--- src/rtl/add16_pkg.sv ---
// add16_pkg: shared widths and word type for the add16_reg adder slice.
package add16_pkg;

    localparam int unsigned ADD16_W     = 16;
    localparam int unsigned NIBBLE_W    = 4;
    localparam int unsigned NUM_NIBBLES = ADD16_W / NIBBLE_W;

    typedef logic [ADD16_W-1:0] add16_word_t;

endpackage : add16_pkg

--- src/rtl/add16_reg_nibble_add4.sv ---
// nibble_add4: 4-bit ripple-carry adder built from four full-adder cells.
// c3 is the carry into bit 3, exported so the top can form signed overflow.
module nibble_add4 (
    input  logic [3:0] a,
    input  logic [3:0] b,
    input  logic       ci,
    output logic [3:0] s,
    output logic       co,
    output logic       c3
);

    logic [4:0] carry;

    // Full-adder cells chained from bit 0 to bit 3.
    always_comb begin
        carry    = '0;
        s        = '0;
        carry[0] = ci;
        for (int i = 0; i < 4; i++) begin
            s[i]       = a[i] ^ b[i] ^ carry[i];
            carry[i+1] = (a[i] & b[i]) | (carry[i] & (a[i] ^ b[i]));
        end
    end

    assign co = carry[4];
    assign c3 = carry[3];

endmodule : nibble_add4

--- src/rtl/add16_reg.sv ---
// add16_reg: 16-bit ripple-carry adder (a + b + c_in) with a one-cycle
// registered result. Four nibble_add4 stages form the carry chain.
// Optional feature: define ADD16_REG_OVF_EN to add the registered signed
// overflow output ovf.
module add16_reg
    import add16_pkg::*;
#(
    parameter int unsigned DATA_W = ADD16_W
) (
    input  logic              clk,
    input  logic              rst_n,
    input  logic              in_valid,
    input  logic [DATA_W-1:0] a,
    input  logic [DATA_W-1:0] b,
    input  logic              c_in,
    output logic              out_valid,
    output logic [DATA_W-1:0] sum,
    output logic              c_out
`ifdef ADD16_REG_OVF_EN
    ,
    output logic              ovf
`endif
);

    localparam int unsigned NUM_NIB = DATA_W / NIBBLE_W;

    logic [NUM_NIB:0]   nib_c;
    logic [NUM_NIB-1:0] nib_c3;
    logic [DATA_W-1:0]  sum_c;

    logic [DATA_W-1:0]  sum_q, sum_d;
    logic               c_out_q, c_out_d;
    logic               out_valid_q, out_valid_d;

    assign nib_c[0] = c_in;

    // Ripple chain: nibble k consumes the carry produced by nibble k-1.
    for (genvar k = 0; k < NUM_NIB; k++) begin : g_nib
        nibble_add4 u_nib (
            .a  (a[k*NIBBLE_W +: NIBBLE_W]),
            .b  (b[k*NIBBLE_W +: NIBBLE_W]),
            .ci (nib_c[k]),
            .s  (sum_c[k*NIBBLE_W +: NIBBLE_W]),
            .co (nib_c[k+1]),
            .c3 (nib_c3[k])
        );
    end

`ifdef ADD16_REG_OVF_EN
    logic ovf_q, ovf_d;
    logic unused_c3;
    // Only the MSB nibble's carry-into-bit-3 matters for signed overflow.
    assign unused_c3 = ^nib_c3[NUM_NIB-2:0];
`else
    logic unused_c3;
    assign unused_c3 = ^nib_c3;
`endif

    // Next-state: capture a new result on valid, otherwise hold (blocks X on idle operands).
    always_comb begin
        sum_d       = sum_q;
        c_out_d     = c_out_q;
        out_valid_d = 1'b0;
`ifdef ADD16_REG_OVF_EN
        ovf_d       = ovf_q;
`endif
        if (in_valid) begin
            sum_d       = sum_c;
            c_out_d     = nib_c[NUM_NIB];
            out_valid_d = 1'b1;
`ifdef ADD16_REG_OVF_EN
            ovf_d       = nib_c3[NUM_NIB-1] ^ nib_c[NUM_NIB];
`endif
        end
    end

    // Output register stage with asynchronous clear.
    always_ff @(posedge clk or negedge rst_n) begin
        if (!rst_n) begin
            sum_q       <= '0;
            c_out_q     <= 1'b0;
            out_valid_q <= 1'b0;
`ifdef ADD16_REG_OVF_EN
            ovf_q       <= 1'b0;
`endif
        end else begin
            sum_q       <= sum_d;
            c_out_q     <= c_out_d;
            out_valid_q <= out_valid_d;
`ifdef ADD16_REG_OVF_EN
            ovf_q       <= ovf_d;
`endif
        end
    end

    assign sum       = sum_q;
    assign c_out     = c_out_q;
    assign out_valid = out_valid_q;
`ifdef ADD16_REG_OVF_EN
    assign ovf       = ovf_q;
`endif

endmodule : add16_reg

--- config.mk ---
export PLATFORM = sky130hd
export DESIGN_NAME = add16_reg
export DESIGN_NICKNAME = d
export VERILOG_FILES = /design/src/rtl/add16_pkg.sv /design/src/rtl/add16_reg_nibble_add4.sv /design/src/rtl/add16_reg.sv
export SDC_FILE = /design/constraint.sdc
export NUM_CORES = 1
export LEC_CHECK = 0
export BUFFER_PORTS_ARGS = -buffer_cell sky130_fd_sc_hd__buf_2
export CORE_MARGIN = 2
export CORE_UTILIZATION = 50
export CTS_BUF_LIST = sky130_fd_sc_hd__clkbuf_4 sky130_fd_sc_hd__clkbuf_8
export DETAILED_ROUTE_END_ITERATION = 6
export PLACE_DENSITY = 0.85
export SETUP_SLACK_MARGIN = 0.4
export SLEW_MARGIN = 10
export SYNTH_ARGS = -nofsm -noshare
export SYNTH_HDL_FRONTEND = slang
export SYNTH_SLANG_ARGS = --single-unit
--- constraint.sdc ---
create_clock -name clk -period 1.88 [get_ports clk]
set_input_delay 0.376 -clock clk [delete_from_list [all_inputs] [get_ports clk]]
set_output_delay 0.376 -clock clk [all_outputs]
set_load 0.03 [all_outputs]
==> impl_metrics.yaml <==
global_route:
  grt_pass1_vias: 919
  grt_max_degree: 19
  grt_first_pass_wirelength_mm: 3.57
  antenna_found_initial: 0
  gr-total-overflow: 0
  grt_use_total: 0.184
sta:
  maxSlewViolCount: 0
  relSlewSlack: 0.684
  hold_viol: 0
  tightest_slew_ns: 0.474
  fin_ws_ns: -3.67
  fmax_mhz: 180
  fin_skew_ns: 0
  period_share: 2.95
  finalSetupViolations: 13
  period_needed_ns: 5.55
  fin_tns_setup_ns: -27.16
  rsz0062_at_grt: "true"
logic_synthesis:
  avgSynthCellArea_um2: 12.2
  ys_ff_latch: 18
  synth_nets: 145
  netlist_instances: 93
  seq_area_frac_synth: 0.396
  syn_area_um2: 1140
  yosys_warnings: 0
  yosysUniqueCellTypes: 8
floorplanning:
  initial_utilization: 0.524
  fp-row-count: 17
  io_pins: 54
  die_x_um: 51.7
  die_h_um: 51.7
  core_area_um2: 2170
  die_area_um2: 2670
clock_network:
  cts.htree.levels: 1
  cts_buffer_depth: 2
  cts_setup_buffers: 0
  path_clk_slew_ns: 0.11
  tritoncts.num_buffers: 3
  cts_tree: "built"
  clockRootBuffer: "clkbuf_4"
  cts_sinks: 18
  clk_latency_ns: 0.29
detailed_routing:
  wl_mm: 2.07
  ant_nets: 0
  vias: 791
  wl_per_cell_um: 11.7
  drt_iter0_drc: 3
  drc: 0
  vias_per_cell: 4.47
  first_pass_iters: 3
critical_path:
  cpPeakStageDelay_ns: 0.42
  worst_ep_required_time_ns: 2.10
  crit_buf_inv: 16
  cp_slowest_cell: "fa_2"
  worstPathMaxFanout: 1
  crit_top_cell: "fa_2"
  arrival_ns: 5.77
  startpoint_type: "input pin"
  worst_r2r_startpoint: "sum[12]"
  crit_cells: 33
  ff2ff_path_depth: 1
  worst_setup_path_end_kind: "flip-flop"
  cpLargestDelayFamily: "adder cells"
  cp-startpoint: "a[0]"
  crit_type: "in -> reg"
layout:
  final_common_cell: "buf_2"
  layout_common_cells: "buf_2 (52), inv_1 (25), dfrtp_1 (18), fa_2 (16), inv_2 (15)"
  insertedDiodeCount: 0
  syn_to_final_growth_pct: 32.2
  final_nets: 202
  drive_above_1_share: 0.644
power:
  ir_worst_vdd_mv: 0.608
  power_density_nw_per_um2: 872
  power_leakage_nw: 0.840
  p_total_mw: 1.31
hold_path:
  worstHoldPathType: "in -> reg"
  hp-start: "in_valid"
  hold_depth: 1
placed_design:
  port_buffers: 53
  finalWeightedCongestion: 0.651
  hpwl_mm: 1.77
run_status:
  violations: "setup timing"
  status: "finished with violations"
job:
  max_cap_viol_count: 0
## kinds of logic after synthesis
family,count (synthesis),synth area share
flip-flops,18,0.396
multiplexers,17,0.162
adder cells (fa/ha/maj),16,0.282
buffers and inverters,42,0.160
## registers in the layout (all words and copies together) (netlist names)
register   flops
sum           16
c_out          1
out_valid      1
## final cells by class
cell class	count	area, µm²
Tap cell	28	35.0
Fill cell	179	668
Timing Repair Buffer	54	282
Clock buffer	4	36.3
Sequential cell	18	450
Inverter	40	150
Multi-Input combinational cell	33	548
## where the power goes
group	leakage [nW]	switching (mW)	total, mW	internal, mW
Sequential	0.210	0.0453	0.520	0.475
Combinational	0.609	0.342	0.548	0.205
Clock	0.0210	0.123	0.241	0.118
## path summary, 6_finish.rpt
path	to	slack [ns]
setup / recovery	sum[15]	-3.67
min in group asynchronous	sum[5]	0.53
max in group asynchronous	sum[13]	1.07
hold / removal	out_valid	0.44
setup reg to reg	sum[12]	1.12
hold reg to reg	sum[4]	0.52
## synthesized netlist by cell type, drive strengths merged
cell,instances,share of area
inv,40,0.13
dfrtp,18,0.40
fa,16,0.28
mux2i,9,0.079
mux2,8,0.083
buf,2,0.028
## per-layer routing
layer / vias up / global-route usage / routed length (µm)
li1: 368 / - / -
met1: 386 / 0.184 / 742
met2: 33 / 0.363 / 1190
met3: 4 / 0.0374 / 105
met4: 0 / 0.0702 / 29
met5: - / 0 / 0
## through the flow
| stage | hold WS, ns | cells | area (µm²) | setup WS (ns) | util |
|---|---|---|---|---|---|
| after floorplan | 0.0804 | 93 | 1180 | -3.63 | - |
| final | 0.442 | 177 | 1500 | -3.67 | 0.692 |
| after global placement | 0.324 | 172 | 1450 | -3.86 | 0.668 |
| after CTS | 0.442 | 177 | 1500 | -3.69 | 0.692 |
| after global routing | 0.457 | 177 | 1500 | -3.83 | 0.692 |
| after detailed placement | 0.326 | 172 | 1450 | -4.02 | 0.668 |
## repair_timing
action | in CTS | in global routing
cloned | 0 | 0
endpoints found under the hold margin | 8 | 0
resized for setup | 1 | 0
hold buffers | 1 | 0
setup endpoints to repair | 15 | 15
Power figures use the tool's default switching activity.
